[src/rtl/oqpsk_pkg.sv]
// Shared types for the OQPSK bit framer: FSM states, default sync word and FIFO entry layout.
package oqpsk_pkg;

  typedef enum logic [2:0] {
    StIdle,
    StPreamble,
    StSync,
    StPayload,
    StTail
  } state_e;

  localparam logic [15:0] DefaultSyncWord = 16'hF628;
  localparam int unsigned SyncBits        = 16;

  typedef struct packed {
    logic       last;
    logic [7:0] data;
  } fifo_entry_t;

endpackage

[src/rtl/oqpsk_byte_fifo.sv]
// Synchronous first-word-fall-through FIFO of {last, byte} entries; push while full is
// accepted only when a pop happens in the same cycle.
module oqpsk_byte_fifo
  import oqpsk_pkg::*;
#(
  parameter int unsigned DEPTH = 4
) (
  input  logic                         clk_i,
  input  logic                         rst_i,
  input  logic                         push_i,
  input  fifo_entry_t                  wdata_i,
  input  logic                         pop_i,
  output fifo_entry_t                  rdata_o,
  output logic                         full_o,
  output logic                         empty_o,
  output logic [$clog2(DEPTH+1)-1:0]   count_o
);

  localparam int unsigned PtrW = $clog2(DEPTH);
  localparam int unsigned CntW = $clog2(DEPTH + 1);

  fifo_entry_t     mem_q [DEPTH];
  logic [PtrW-1:0] wr_ptr_q, rd_ptr_q;
  logic [CntW-1:0] cnt_q;
  logic            do_push, do_pop;

  assign full_o  = (cnt_q == CntW'(DEPTH));
  assign empty_o = (cnt_q == '0);
  assign count_o = cnt_q;
  assign rdata_o = mem_q[rd_ptr_q];

  assign do_push = push_i & (~full_o | pop_i);
  assign do_pop  = pop_i & ~empty_o;

  always_ff @(posedge clk_i) begin
    if (rst_i) begin
      wr_ptr_q <= '0;
      rd_ptr_q <= '0;
      cnt_q    <= '0;
    end else begin
      if (do_push) wr_ptr_q <= wr_ptr_q + PtrW'(1);
      if (do_pop)  rd_ptr_q <= rd_ptr_q + PtrW'(1);
      cnt_q <= cnt_q + CntW'(do_push) - CntW'(do_pop);
    end
  end

  always_ff @(posedge clk_i) begin
    if (do_push) mem_q[wr_ptr_q] <= wdata_i;
  end

endmodule

[src/rtl/oqpsk_bit_framer.sv]
// Byte-to-bit framer feeding the OQPSK modulator: preamble, sync word, payload, tail zeros,
// each bit held for SAMPLES_PER_BIT clocks.
module oqpsk_bit_framer
  import oqpsk_pkg::*;
#(
  parameter int unsigned SAMPLES_PER_BIT = 32,
  parameter int unsigned PREAMBLE_BITS   = 16,
  parameter logic [15:0] SYNC_WORD       = DefaultSyncWord,
  parameter int unsigned TAIL_BITS       = 8,
  parameter int unsigned FIFO_DEPTH      = 4
) (
  input  logic       CLK,
  input  logic       RST,
  input  logic [7:0] DataIn,
  input  logic       DataLast,
  input  logic       DataValid,
  output logic       DataReady,
  output logic       BitOut,
  output logic       EN,
  output logic       Busy,
  output logic       Underrun
);

  localparam int unsigned LongPT  = (PREAMBLE_BITS > TAIL_BITS) ? PREAMBLE_BITS : TAIL_BITS;
  localparam int unsigned MaxBits = (LongPT > SyncBits) ? LongPT : SyncBits;
  localparam int unsigned IdxW    = $clog2(MaxBits);
  localparam int unsigned SmpW    = $clog2(SAMPLES_PER_BIT);
  localparam int unsigned CntW    = $clog2(FIFO_DEPTH + 1);

  state_e          state_q, state_d;
  logic [SmpW-1:0] smp_q, smp_d;
  logic [IdxW-1:0] idx_q, idx_d;
  logic [15:0]     shreg_q, shreg_d;
  logic            last_q, last_d;
  logic            bit_q, bit_d;
  logic            en_q, en_d;
  logic            underrun_q, underrun_d;

  logic            push, pop, wrap, need_byte;
  fifo_entry_t     wr_entry, rd_entry;
  logic            fifo_full, fifo_empty;
  logic [CntW-1:0] fifo_count;

  assign DataReady = ~fifo_full;
  assign push      = DataValid & DataReady;
  assign wr_entry  = '{last: DataLast, data: DataIn};

  oqpsk_byte_fifo #(
    .DEPTH (FIFO_DEPTH)
  ) u_fifo (
    .clk_i   (CLK),
    .rst_i   (RST),
    .push_i  (push),
    .wdata_i (wr_entry),
    .pop_i   (pop),
    .rdata_o (rd_entry),
    .full_o  (fifo_full),
    .empty_o (fifo_empty),
    .count_o (fifo_count)
  );

  assign wrap = (smp_q == SmpW'(SAMPLES_PER_BIT - 1));

  always_comb begin
    state_d    = state_q;
    smp_d      = smp_q;
    idx_d      = idx_q;
    shreg_d    = shreg_q;
    last_d     = last_q;
    bit_d      = bit_q;
    en_d       = en_q;
    underrun_d = 1'b0;
    pop        = 1'b0;
    need_byte  = 1'b0;

    if (state_q != StIdle) smp_d = wrap ? '0 : smp_q + SmpW'(1);

    unique case (state_q)
      StIdle: begin
        if (fifo_count != '0) begin
          state_d = StPreamble;
          smp_d   = '0;
          idx_d   = '0;
          bit_d   = 1'b1;
          en_d    = 1'b1;
        end
      end
      StPreamble: begin
        if (wrap) begin
          if (idx_q == IdxW'(PREAMBLE_BITS - 1)) begin
            state_d = StSync;
            idx_d   = '0;
            bit_d   = SYNC_WORD[15];
            shreg_d = {SYNC_WORD[14:0], 1'b0};
          end else begin
            idx_d = idx_q + IdxW'(1);
            bit_d = ~bit_q;
          end
        end
      end
      StSync: begin
        if (wrap) begin
          if (idx_q == IdxW'(SyncBits - 1)) begin
            need_byte = 1'b1;
          end else begin
            idx_d   = idx_q + IdxW'(1);
            bit_d   = shreg_q[15];
            shreg_d = {shreg_q[14:0], 1'b0};
          end
        end
      end
      StPayload: begin
        if (wrap) begin
          if (idx_q == IdxW'(7)) begin
            if (last_q) begin
              state_d = StTail;
              idx_d   = '0;
              bit_d   = 1'b0;
            end else begin
              need_byte = 1'b1;
            end
          end else begin
            idx_d   = idx_q + IdxW'(1);
            bit_d   = shreg_q[15];
            shreg_d = {shreg_q[14:0], 1'b0};
          end
        end
      end
      StTail: begin
        if (wrap) begin
          bit_d = 1'b0;
          if (idx_q == IdxW'(TAIL_BITS - 1)) begin
            state_d = StIdle;
            idx_d   = '0;
            smp_d   = '0;
            en_d    = 1'b0;
          end else begin
            idx_d = idx_q + IdxW'(1);
          end
        end
      end
      default: state_d = StIdle;
    endcase

    // Byte boundary: pop and load the MSB, or end the frame without a partial byte.
    if (need_byte) begin
      idx_d = '0;
      if (!fifo_empty) begin
        pop     = 1'b1;
        state_d = StPayload;
        bit_d   = rd_entry.data[7];
        shreg_d = {rd_entry.data[6:0], 9'b0};
        last_d  = rd_entry.last;
      end else begin
        underrun_d = 1'b1;
        state_d    = StTail;
        bit_d      = 1'b0;
      end
    end
  end

  always_ff @(posedge CLK) begin
    if (RST) begin
      state_q    <= StIdle;
      smp_q      <= '0;
      idx_q      <= '0;
      shreg_q    <= '0;
      last_q     <= 1'b0;
      bit_q      <= 1'b0;
      en_q       <= 1'b0;
      underrun_q <= 1'b0;
    end else begin
      state_q    <= state_d;
      smp_q      <= smp_d;
      idx_q      <= idx_d;
      shreg_q    <= shreg_d;
      last_q     <= last_d;
      bit_q      <= bit_d;
      en_q       <= en_d;
      underrun_q <= underrun_d;
    end
  end

  assign BitOut   = bit_q;
  assign EN       = en_q;
  assign Busy     = (state_q != StIdle);
  assign Underrun = underrun_q;

endmodule

[config.mk]
export PLATFORM = sky130hd
export DESIGN_NAME = oqpsk_bit_framer
export DESIGN_NICKNAME = d
export VERILOG_FILES = /design/src/rtl/oqpsk_pkg.sv /design/src/rtl/oqpsk_byte_fifo.sv /design/src/rtl/oqpsk_bit_framer.sv
export SDC_FILE = /design/constraint.sdc
export NUM_CORES = 1
export LEC_CHECK = 0
export ABC_AREA = 0
export CORE_AREA = 3 3 75 91
export CTS_CLUSTER_DIAMETER = 200
export DETAILED_ROUTE_END_ITERATION = 10
export DIE_AREA = 0 0 78 94
export PLACE_DENSITY = 0.78
export SYNTH_ARGS = -nofsm -noshare
export SYNTH_HDL_FRONTEND = slang
export SYNTH_HIERARCHICAL = 1
export SYNTH_SLANG_ARGS = --single-unit
[constraint.sdc]
create_clock -name CLK -period 7.4 [get_ports CLK]
set_input_delay 1.48 -clock CLK [delete_from_list [all_inputs] [get_ports CLK]]
set_output_delay 1.48 -clock CLK [all_outputs]
set_load 0.01 [all_outputs]
# After elaboration in Yosys (flattened, before gate mapping)
# Memories as Yosys holds them, arrays and structs flattened. A register that Yosys moved wholly into a read port is not among the register bits.
# Cells that the tools add are included.
# Widths: inputs -> output; s select.
# op_classes
n_addsub,6
n_eq_ne,28
n_mux,65
bitwise_logic,8
n_reduce_logical,14
# op_table
cell,n
$mux 16,8
$pmux 16 s3,1
$mux 4,10
$ne 3x3->1 const B,11
$mux 3,10
$mux 5,5
$mux 1,23
$pmux 4 s5,1
$ne 2x2->1 const B,8
$reduce_and 8->1,2
$pmux 3 s5,1
$pmux 5 s2,1
$reduce_and 9->1,1
$eq 3x2->1 const B,2
$eq 3x3->1 const B,2
$logic_not 3->1,2
$reduce_bool 3->1,2
$reduce_bool 6->1,1
$add 5x1->5 const B,1
$eq 5x5->1 const B,1
$pmux 1 s5,1
$reduce_bool 5->1,1
$add 2x1->2 const B,2
$add 4x1->4 const B,1
15 further kinds,23
# totals
reg_bits,39
ram_bits,36
out_inout_bits,5
memories,1
# memory_table
memory,words,word_bits,read_ports,rd_clocked_by_memory_dff,wr,line_no,rtl
u_fifo.mem_q,4,9,1,1,1,oqpsk_byte_fifo.sv:22,fifo_entry_t mem_q [DEPTH];

# Logic depth before layout (Yosys ltp)
# Gate-level depths: netlist (run 1).
# logic_depth
ltp_word,9
mapped_depth,18

# Hierarchy
# Netlist (run 1), hierarchy kept.
# modules_own_cells
module,instances,cells_each,area_per_inst_um2
oqpsk_bit_framer,1,267,2059.5
oqpsk_byte_fifo,1,98,1780.5

# Least setup slack after synthesis (run 1)
# Ideal clock, no wire load.
# synth_timing
path_type,input -> register
from,input port DataValid
to,register u_fifo.cnt_q[2] (netlist: u_fifo/count_o[2])
t_arrival_ns,3.205
t_required_ns,7.322
slack_ns,4.118
stages,11
path_buffers,0
path_cell_list,nor2b_1 > a21boi_2 > inv_1 > ha_1 > inv_1 > ha_1 > inv_1 > fa_1 > xor2_1 > and2_1 > nor3_1
# synth_via
elab_chain_cells,4
# synth_lines
item,line_no,rtl
"start, declared",oqpsk_bit_framer.sv:16,"input logic DataValid,"
$and 1x1->1,oqpsk_bit_framer.sv:45,assign push = DataValid & DataReady;
$and 1x1->1,oqpsk_byte_fifo.sv:32,assign do_push = push_i & (~full_o | pop_i);
$add 3x1->3,oqpsk_byte_fifo.sv:43,cnt_q <= cnt_q + CntW'(do_push) - CntW'(do_pop);
$sub 3x1->3,oqpsk_byte_fifo.sv:43,
"end signal, assigned",oqpsk_byte_fifo.sv:43,
"end, declared",oqpsk_byte_fifo.sv:24,logic [CntW-1:0] cnt_q;
# No other way between the ends.
# A chain may end at the register's enable or synchronous reset.

# Worst setup path after layout (run 1)
# layout_timing
from,register idx_q[0]
to,register u_fifo.cnt_q[2] (netlist: u_fifo/count_o[2])
# layout_via
elab_chain_cells,9
elab_cells_between_ends,13
cone_classes,add/sub (2); eq/ne (2); mux (6); bitwise (3)
# layout_lines
item,line_no,rtl
"start, declared",oqpsk_bit_framer.sv:32,"logic [IdxW-1:0] idx_q, idx_d;"
"start signal, assigned",oqpsk_bit_framer.sv:175,idx_q <= idx_d;
$eq 4x3->1 or $eq 4x4->1 (tied branches),"oqpsk_bit_framer.sv:114, oqpsk_bit_framer.sv:103",
$mux 1 (on tied branches),"oqpsk_bit_framer.sv:114, oqpsk_bit_framer.sv:103",
$mux 1 (on tied branches),"oqpsk_bit_framer.sv:113, oqpsk_bit_framer.sv:102",
$pmux 1 s2 *,oqpsk_bit_framer.sv:78,unique case (state_q)
$mux 1 *,oqpsk_bit_framer.sv:146,if (need_byte) begin
net pop,oqpsk_bit_framer.sv:39,"logic push, pop, wrap, need_byte;"
$or 1x1->1,oqpsk_byte_fifo.sv:32,
$and 1x1->1,oqpsk_byte_fifo.sv:32,
$add 3x1->3,oqpsk_byte_fifo.sv:43,
$sub 3x1->3 *,oqpsk_byte_fifo.sv:43,
# Mark *: on every way through the listed nets, which the timed path passes. The rest lies on a longest branch.

==> out/qor.txt, run 1 <==
outcome = finished clean
HPWL after detailed placement = 5.13 mm
Setup Crit Path Kind = flip-flop to flip-flop
CP delay by family, top = simple AND/OR/NAND/NOR gates
initial antenna violation count = 0
Most used DFF post-synth = dfxtp_1
Hold Crit Class = flip-flop to flip-flop
most used cell, CP = inv_1
PwrDens = 288 nW/um2
register area share after synthesis = 0.495
Syn Area/Cell = 10.5 um2
total power after layout = 1.21 mW
slack of the critical path = 3200 ps
Residual DRC = 0
Crit-path slowest cell = and3_1
CP max stage delay = 590 ps
Crit. End Element = flip-flop
placed inst area = 3990 um2
cts bufs inserted = 9
number of hold buffers added after cts = 0
diode count = 0
maximum number of pins on one net before global-route repair = 30
RSZ-0062 raised after global routing = no
GPL Wtd Cong = 0.864
drt first pass iters = 5
Cell Chain, Critical Path = ha_1 > and3_1 > a22o_1 > nand3_1 > clkinv_1 > inv_1 > a21boi_2 > inv_1 > ha_1 > inv_1 > ha_1 > inv_1 > fa_1 > xor2_1 > and2_1 > nor3_1
initial DRC count = 298
CORE AREA = 6050 um2
Util after Layout = 0.697
final hold vios = 0
first-pass GRT wire length = 12.9 mm
Yosys Warn Count = 6
dpl cells = 441
WL met3 = 296 um
post-CTS setup buffer count = 0
I/O pin cnt = 17
Starting Density = 0.635
period utilization = 0.568
overall global routing resource usage = 0.226
synthesized flop and latch total = 77
Worst-Margin Slew = 837 ps
Relative slew margins = 0.441
setup TNS = 0 ps
post-DR wirelength/cell = 16.6 um
CTS resizes = 0
# port buffers = 16
clk root buf = clkbuf_8
routed wl met2 = 3.79 mm
Overflow after GRT = 0
Syn Inst Count = 365
Critical Path Start Type = flip-flop
CP Max Fanout = 17
clock buffer depth = 2
syn nets = 388
setup violators final = 0
CTS Sinks = 77
Die X = 78 um
Die ar. = 7330 um2
htree depth = 3
post-place setup slack = 3290 ps
fin. max-slew vios = 0
Top Layer Used = met4
Vias/cell = 6.18
static leakage = 1.43 nW
Post-synth EDFFs = 36
fin crit period = 4200 ps
Die H = 94 um
distinct cell type count after synthesis = 64
FP Rows = 31
VDD IR-drop max = 0.000229 V
Layout Cells excl Fill = 457
Vias = 2822
Clock Pin Slew Worst Setup and Hold Paths = 80 ps
Antenna Nets Post-Route = 0
Fillers = 458
Max-Cap Viols = 0
WP buf/inv = 5
post-layout instance area = 4220 um2
M1 WL = 3.25 mm
area delta synth->final = 9.84%
data required time at the worst endpoint = 7660 ps
worst endpoint data arrival time = 4470 ps
maximum clock rate = 0.238 GHz
Min Hold Slack = 462 ps
worst skew pair latency = 340 ps
vias in the first global route = 2703
mapped cell area = 3840 um2
R2R Setup Slk = 3200 ps
Synth async-reset ratio = 0
CTS tree = done
nets = 393
wirelength, routed = 7.59 mm
share of cells above drive strength 1 = 0.101
clock skew = 10.9 ps
## synth_stat cells, types with 3 or more instances
library cell   n  area [um2]
buf_6          3        33.8
a21oi_1       37         185
nor3b_1        3        22.5
o21ai_0       19        95.1
edfxtp_1      36        1080
clkbuf_1      13        48.8
o31ai_1        3        22.5
nand3b_1       3        22.5
a211o_1        3        26.3
nor3_1         7        35.0
nand3_1        8        40.0
nor2b_1        8        50.1
mux4_2         9         203
nand4b_1       3        26.3
or3_1          6        37.5
ha_1          10         125
nor2_1        23        86.3
nand2b_1       5        31.3
dfxtp_1       41         821
buf_2          5        25.0
a31oi_1        6        37.5
and2_1         7        43.8
a211oi_1       6        45.0
inv_1         13        48.8
nand2_1       31         116
mux2i_1        6        60.1
and3_1         4        25.0
## metal layers
| layer | vias up | track usage |
|---|---|---|
| met2 | 85 | 0.389 |
| met5 | - | 0 |
| met4 | 0 | 0.101 |
| met1 | 1358 | 0.268 |
| li1 | 1362 | - |
| met3 | 17 | 0.0547 |
## final timing paths
check,start,cells after the start,endpoint
max,idx_q[0],16,u_fifo/count_o[2]
max reg2reg,idx_q[0],16,u_fifo/count_o[2]
min reg2reg,last_q,2,last_q
min,last_q,2,last_q
## area by class of cell
cell class,instances,area (um2),share of cell area
Multi-Input combinational cell,251,1770,0.419
Tap cell,82,103,0.0243
Clock inverter,7,103,0.0243
Timing Repair Buffer,17,168,0.0398
Sequential cell,77,1900,0.451
Inverter,14,52.6,0.0125
Clock buffer,9,124,0.0294
## state kept, by name, indices dropped and copies added (netlist names), named ones only
register	count
BitOut	1
EN	1
Underrun	1
idx_q	4
last_q	1
shreg_q	16
smp_q	5
state_q	3
u_fifo/count_o	3
u_fifo/mem_q	36
u_fifo/rd_ptr_q	2
u_fifo/wr_ptr_q	2
## layout by cell type (no fill, tap or decap), drive strengths merged, types with 3 or more instances in the layout
master          n
nand4           3
a31oi           6
o211ai          3
and3            4
nor3b           5
clkbuf          9
nand4b          3
ha             10
mux2i           6
nand2b          5
nor3            7
clkdlybuf4s50  16
o31ai           3
a211o           3
or3             6
dfxtp          41
edfxtp         36
nand3           8
o21ai          19
nand2          31
a21oi          37
a211oi          6
mux4            9
nor2           24
nand3b          3
inv            17
nor2b           8
and2            7
## cell families (layout without fill, tap and decap cells)
logic type	Yosys count	after routing	share of synthesized area
flip-flops	77	77	0.495
multiplexers	17	17	0.0753
XOR/XNOR	3	3	0.00684
adder cells (fa/ha/maj)	13	13	0.0430
buffers and inverters	37	47	0.0446
AND/OR/NAND/NOR	126	126	0.186
AO/OA/AOI/OAI	92	92	0.149
## tightest hold or removal path: cells and delay by family (launching register included)
kind               cells  cell delay [ps]
and+or+nand+nor        1               50
DFF                    1              320
AOI/OAI and AO/OA      1               50
## power breakdown
part / total (mW) / switching, mW / internal (mW)
Clock: 0.361 / 0.165 / 0.195
Combinational: 0.297 / 0.166 / 0.131
Sequential: 0.555 / 0.0506 / 0.505
Total: 1.21 / 0.382 / 0.831
Power figures use the tool's default switching activity.
==> run 2: changes to the inputs <==
--- a/config.mk
+++ b/config.mk
@@ -6,11 +6,11 @@
 export NUM_CORES = 1
 export LEC_CHECK = 0
 export ABC_AREA = 0
-export CORE_AREA = 3 3 75 91
+export CORE_AREA = 3 3 78 94
 export CTS_CLUSTER_DIAMETER = 200
 export DETAILED_ROUTE_END_ITERATION = 10
-export DIE_AREA = 0 0 78 94
-export PLACE_DENSITY = 0.78
+export DIE_AREA = 0 0 81 97
+export PLACE_DENSITY = 0.73
 export SYNTH_ARGS = -nofsm -noshare
 export SYNTH_HDL_FRONTEND = slang
 export SYNTH_HIERARCHICAL = 1
==> constraint.sdc (replaced) <==
create_clock -name CLK -period 4.3 [get_ports CLK]
set_input_delay 0.86 -clock CLK [delete_from_list [all_inputs] [get_ports CLK]]
set_output_delay 0.86 -clock CLK [all_outputs]
set_load 0.01 [all_outputs]
==> run 2 against run 1 <==
  * Fmax grew 11%
  * Register-to-register slack lost 2700 ps
  * Setup slack lost 2700 ps
  * First-iteration DRC count grew 63%
  * Global-route usage shrank 1.8 points
  * Count of clock-buffer cells in the layout is the same
  * Core utilization shrank 4.0 points
  * Largest power group unchanged
  * Highest routed layer unchanged
==> out/qor.txt, run 2 (synthesis gave the netlist of run 1 again) <==
outcome = finished clean (unchanged)
post-CTS setup buffer count = 0 (unchanged)
share of cells above drive strength 1 = 0.115 (was 0.101)
drt first pass iters = 5 (unchanged)
nets = 399 (was 393)
Largest register FFs = 36 (unchanged)
CTS Sinks = 77 (unchanged)
R2R Setup Slk = 510 ps (was 3200 ps)
FP Rows = 32 (was 31)
GR Layer Usage met3 = 0.0493 (was 0.0547)
# port buffers = 16 (unchanged)
initial DRC count = 487 (was 298)
Worst Hold Launch = shreg_q[0] (was last_q)
Worst-Margin Slew = 946 ps (was 837 ps)
CTS resizes = 0 (unchanged)
Die H = 97 um (was 94 um)
R2R depth = 17 (was 16)
clock buffer depth = 2 (unchanged)
number of hold buffers added after cts = 0 (unchanged)
CTS tree = done (unchanged)
RSZ-0062 raised after global routing = no (unchanged)
commonest non-fill, non-tap cell in the layout = dfxtp_1 (unchanged)
maximum number of pins on one net before global-route repair = 26 (was 30)
clock skew = 9.70 ps (was 10.9 ps)
Residual DRC = 0 (unchanged)
met2 Usage GRT = 0.338 (was 0.389)
worst skew pair latency = 350 ps (was 340 ps)
vias in the first global route = 2668 (was 2703)
worst r2r dst = u_fifo/count_o[2] (unchanged)
Setup Crit Path Kind = flip-flop to flip-flop (unchanged)
initial antenna violation count = 0 (unchanged)
I/O pin cnt = 17 (unchanged)
overall global routing resource usage = 0.208 (was 0.226)
Relative slew margins = 0.365 (was 0.441)
HPWL after detailed placement = 5.19 mm (was 5.13 mm)
setup violators final = 0 (unchanged)
Vias = 2822 (unchanged)
Die ar. = 7860 um2 (was 7330 um2)
data required time at the worst endpoint = 4580 ps (was 7660 ps)
fin crit period = 3790 ps (was 4200 ps)
Starting Density = 0.592 (was 0.635)
Regs by FF count = u_fifo/mem_q x36, shreg_q x16, smp_q x5 (unchanged)
final hold vios = 0 (unchanged)
Max-Cap Viols = 0 (unchanged)
GR Util met1 = 0.268 (about the same)
Overflow after GRT = 0 (unchanged)
Vias/cell = 6.06 (was 6.18)
Clock Pin Slew Worst Setup and Hold Paths = 80 ps (about the same)
area delta synth->final = 11.0% (was 9.84%)
worst endpoint data arrival time = 4070 ps (was 4470 ps)
placed inst area = 4040 um2 (was 3990 um2)
Most Crowded Layer GR = met2 (unchanged)
wirelength, routed = 7.62 mm (was 7.59 mm)
post-layout instance area = 4260 um2 (was 4220 um2)
PwrDens = 488 nW/um2 (was 288 nW/um2)
Min Hold Slack = 448 ps (was 462 ps)
Fillers = 529 (was 458)
Crit. End Element = flip-flop (unchanged)
static leakage = 1.45 nW (was 1.43 nW)
CP Max Fanout = 17 (unchanged)
post-DR wirelength/cell = 16.4 um (was 16.6 um)
Endpoint, Worst Hold = shreg_q[0] (was last_q)
fin. max-slew vios = 0 (unchanged)
Hold Crit Class = flip-flop to flip-flop (unchanged)
Critical Path Start Type = flip-flop (unchanged)
Antenna Nets Post-Route = 0 (unchanged)
VDD IR-drop max = 0.000324 V (was 0.000229 V)
first-pass GRT wire length = 12.7 mm (was 12.9 mm)
htree depth = 3 (unchanged)
Largest Register = u_fifo/mem_q (unchanged)
CORE AREA = 6490 um2 (was 6050 um2)
diode count = 0 (unchanged)
GPL Wtd Cong = 0.886 (was 0.864)
most frequent cells in the layout = 41 x dfxtp_1, 37 x a21oi_1, 36 x edfxtp_1 (unchanged)
maximum clock rate = 0.264 GHz (was 0.238 GHz)
hold path depth = 2 (unchanged)
cts bufs inserted = 9 (unchanged)
clk root buf = clkbuf_8 (unchanged)
Die X = 81 um (was 78 um)
period utilization = 0.882 (was 0.568)
setup TNS = 0 ps (unchanged)
FF-to-FF Start = idx_q[0] (unchanged)
run 2: cell types whose count changed in the layout (fill, tap and decap cells not counted):
cell	before	now
inv_8	1	0
buf_4	1	7
inv_6	3	2
clkinvlp_4	0	2
run 2: layer usage:
layer / up-vias / routed length (um)
met5: - / 0
met4: 0 / 74
met2: 100 / 3880
met3: 13 / 394
li1: 1379 / -
met1: 1330 / 3270
run 2: stage by stage:
step,std cells,power [mW],utilization,setup WS [ps]
after CTS,466,2.09,0.657,497
after global routing,466,2.19,0.657,116
final,466,2.08,0.657,507
after floorplan,365,1.36,-,1070
after detailed placement,450,1.49,0.623,535
after global placement,450,1.47,0.623,669
run 2: critical path, stage by stage (launching register included):
cell and delay, ps:
dfxtp_1 380, ha_1 320, and3_1 600, a22o_1 290, nand3_1 120, clkinv_1 60
buf_4 160, inv_1 70, a21boi_2 280, inv_1 80, ha_1 290, inv_1 60
ha_1 130, inv_1 50, fa_1 400, xor2_1 160, and2_1 160, nor3_1 110
run 2: how the worst max path moves through the flow:
stage	end	from	slack, ps
after detailed placement	u_fifo/count_o[2]	idx_q[0]	530
after CTS	u_fifo/count_o[2]	idx_q[0]	500
after global routing	u_fifo/count_o[2]	idx_q[0]	120
final	u_fifo/count_o[2]	idx_q[0]	510
after floorplan	u_fifo/count_o[2]	smp_q[0]	1070
after global placement	u_fifo/count_o[2]	idx_q[0]	670
run 2: cell type report:
type                    instances  area [um2]  area share
flip-flops and latches         77        1900       0.446
multi-input cells             251        1770       0.415
repair buffers                 23         213      0.0499
clock buffers                   9         124      0.0291
well taps                      85         106      0.0250
clock inverters                 7        97.6      0.0229
inverters                      14        52.6      0.0123
run 2: power breakdown:
part / internal [mW] / switching (mW)
Sequential: 0.868 / 0.0548
Clock: 0.330 / 0.281
Combinational: 0.232 / 0.312
==> run 3: changes to the inputs <==
--- a/config.mk
+++ b/config.mk
@@ -10,7 +10,7 @@
 export CTS_CLUSTER_DIAMETER = 200
 export DETAILED_ROUTE_END_ITERATION = 10
 export DIE_AREA = 0 0 81 97
-export PLACE_DENSITY = 0.73
+export PLACE_DENSITY_LB_ADDON = 0.05
 export SYNTH_ARGS = -nofsm -noshare
 export SYNTH_HDL_FRONTEND = slang
 export SYNTH_HIERARCHICAL = 1
==> run 3 against run 2 <==
  * Power is 5.6% lower
  * Non-clock buffer count is 3 lower
  * Wire length grew 2.1%
  * Worst hold slack improved by 1.6 ps
  * Combinational power shrank 0.7%
  * First-iteration DRC count decreased by 38%
  * Fmax shrank 0.23%
  * Via count decreased by 1.3%
  * Clock power fell by 20%
  * Setup slack worse by 8.8 ps
  * Critical path depth is 1 lower
  * Sequential power is 1% higher
  * Critical path type unchanged
  * Largest cell class unchanged
  * Largest power group unchanged
==> out/qor.txt, run 3 (synthesis gave the netlist of run 1 again) <==
placed inst area = 4020 um2 (was 4040 um2)
cts bufs inserted = 9 (unchanged)
drt first pass iters = 7 (was 5)
initial DRC count = 304 (was 487)
Fillers = 547 (was 529)
# port buffers = 16 (unchanged)
I/O pin cnt = 17 (unchanged)
maximum number of pins on one net before global-route repair = 26 (unchanged)
Worst-Margin Slew = 966 ps (was 946 ps)
Layout Cells excl Fill = 463 (was 466)
period utilization = 0.884 (was 0.882)
PwrDens = 468 nW/um2 (was 488 nW/um2)
Die H = 97 um (unchanged)
clock skew = 9.20 ps (was 9.70 ps)
area of the multi-input gates = 1770 um2 (unchanged)
number of hold buffers added after cts = 0 (unchanged)
CTS resizes = 0 (unchanged)
Antenna Nets Post-Route = 0 (unchanged)
area delta synth->final = 9.12% (was 11.0%)
Max-Cap Viols = 0 (unchanged)
Vias = 2785 (was 2822)
clk root buf = clkbuf_8 (unchanged)
Regs by FF count = u_fifo/mem_q x36, shreg_q x16, smp_q x5 (unchanged)
CORE AREA = 6490 um2 (unchanged)
Setup Crit Path Kind = flip-flop to flip-flop (unchanged)
setup violators final = 0 (unchanged)
fin. max-slew vios = 0 (unchanged)
dpl cells = 447 (was 450)
Die X = 81 um (unchanged)
data required time at the worst endpoint = 4570 ps (was 4580 ps)
VDD IR-drop max = 0.000300 V (was 0.000324 V)
static leakage = 1.42 nW (was 1.45 nW)
setup TNS = 0 ps (unchanged)
nets = 396 (was 399)
maximum clock rate = 0.263 GHz (was 0.264 GHz)
Vias/cell = 6.02 (was 6.06)
Critical Path Start Type = flip-flop (unchanged)
Die ar. = 7860 um2 (unchanged)
Residual DRC = 0 (unchanged)
Relative slew margins = 0.351 (was 0.365)
Hold Crit Class = flip-flop to flip-flop (unchanged)
clock buffer depth = 2 (unchanged)
commonest non-fill, non-tap cell in the layout = dfxtp_1 (unchanged)
share of cells above drive strength 1 = 0.108 (was 0.115)
post-CTS setup buffer count = 0 (unchanged)
fin crit period = 3800 ps (was 3790 ps)
initial antenna violation count = 0 (unchanged)
worst endpoint data arrival time = 4070 ps (about the same)
worst skew pair latency = 350 ps (about the same)
post-DR wirelength/cell = 16.8 um (was 16.4 um)
CTS Sinks = 77 (unchanged)
Clock Pin Slew Worst Setup and Hold Paths = 90 ps (was 80 ps)
post-layout instance area = 4190 um2 (was 4260 um2)
RSZ-0062 raised after global routing = no (unchanged)
vias in the first global route = 2642 (was 2668)
Starting Density = 0.592 (unchanged)
wirelength, routed = 7.78 mm (was 7.62 mm)
CP Max Fanout = 17 (unchanged)
most frequent cells in the layout = 41 x dfxtp_1, 37 x a21oi_1, 36 x edfxtp_1 (unchanged)
Overflow after GRT = 0 (unchanged)
Storage cell area = 1900 um2 (unchanged)
GPL Wtd Cong = 0.894 (was 0.886)
diode count = 0 (unchanged)
final hold vios = 0 (unchanged)
htree depth = 3 (unchanged)
first-pass GRT wire length = 13.0 mm (was 12.7 mm)
CTS tree = done (unchanged)
FP Rows = 32 (unchanged)
overall global routing resource usage = 0.213 (was 0.208)
Largest Register = u_fifo/mem_q (unchanged)
Crit. End Element = flip-flop (unchanged)
HPWL after detailed placement = 5.36 mm (was 5.19 mm)
outcome = finished clean (unchanged)
Largest register FFs = 36 (unchanged)
run 3: metal layers:
| metal | part of all wire | global-route usage |
|---|---|---|
| met3 | 0.043 | 0.0410 |
| met1 | 0.43 | 0.278 |
| met5 | 0 | 0 |
| met2 | 0.50 | 0.349 |
| met4 | 0.022 | 0.0741 |
run 3: cell type report:
cell class,count,area share
clock inverters,7,0.0116
clock buffers,9,0.0296
repair buffers,20,0.0454
inverters,14,0.0125
well taps,85,0.0254
multi-input cells,251,0.422
flip-flops and latches,77,0.454
run 3: worst max-delay path: stages, from the launching register on:
cell      delay (ps)
dfxtp_1          370
ha_1             310
and3_1           610
a22o_1           300
nand3_1          120
clkinv_1         190
inv_1             80
a21boi_2         300
inv_1             80
ha_1             290
inv_1             50
ha_1             120
inv_1             50
fa_1             400
xor2_1           160
and2_1           170
nor3_1           110
run 3: path summary, 6_finish.rpt:
path,slack (ps),endpoint,depth (start not counted),from
worst max register to register,500,u_fifo/count_o[2],16,idx_q[0]
worst min register to register,450,shreg_q[0],2,shreg_q[0]
worst max-delay path,500,u_fifo/count_o[2],16,idx_q[0]
worst min-delay path,450,shreg_q[0],2,shreg_q[0]
run 3: metrics by stage:
step	utilization	worst slack, ps	hold slack (ps)	total power, mW
floorplan	-	1070	423	1.36
global placement	0.619	659	437	1.48
detailed placement	0.619	565	438	1.49
CTS	0.646	516	453	1.98
global route	0.646	192	488	2.07
finish	0.646	499	450	1.96
run 3: where the power goes:
part / total (mW) / internal [mW] / switching (mW)
Clock: 0.486 / 0.211 / 0.275
Sequential: 0.935 / 0.868 / 0.0665
Combinational: 0.540 / 0.230 / 0.310
Total: 1.96 / 1.31 / 0.651
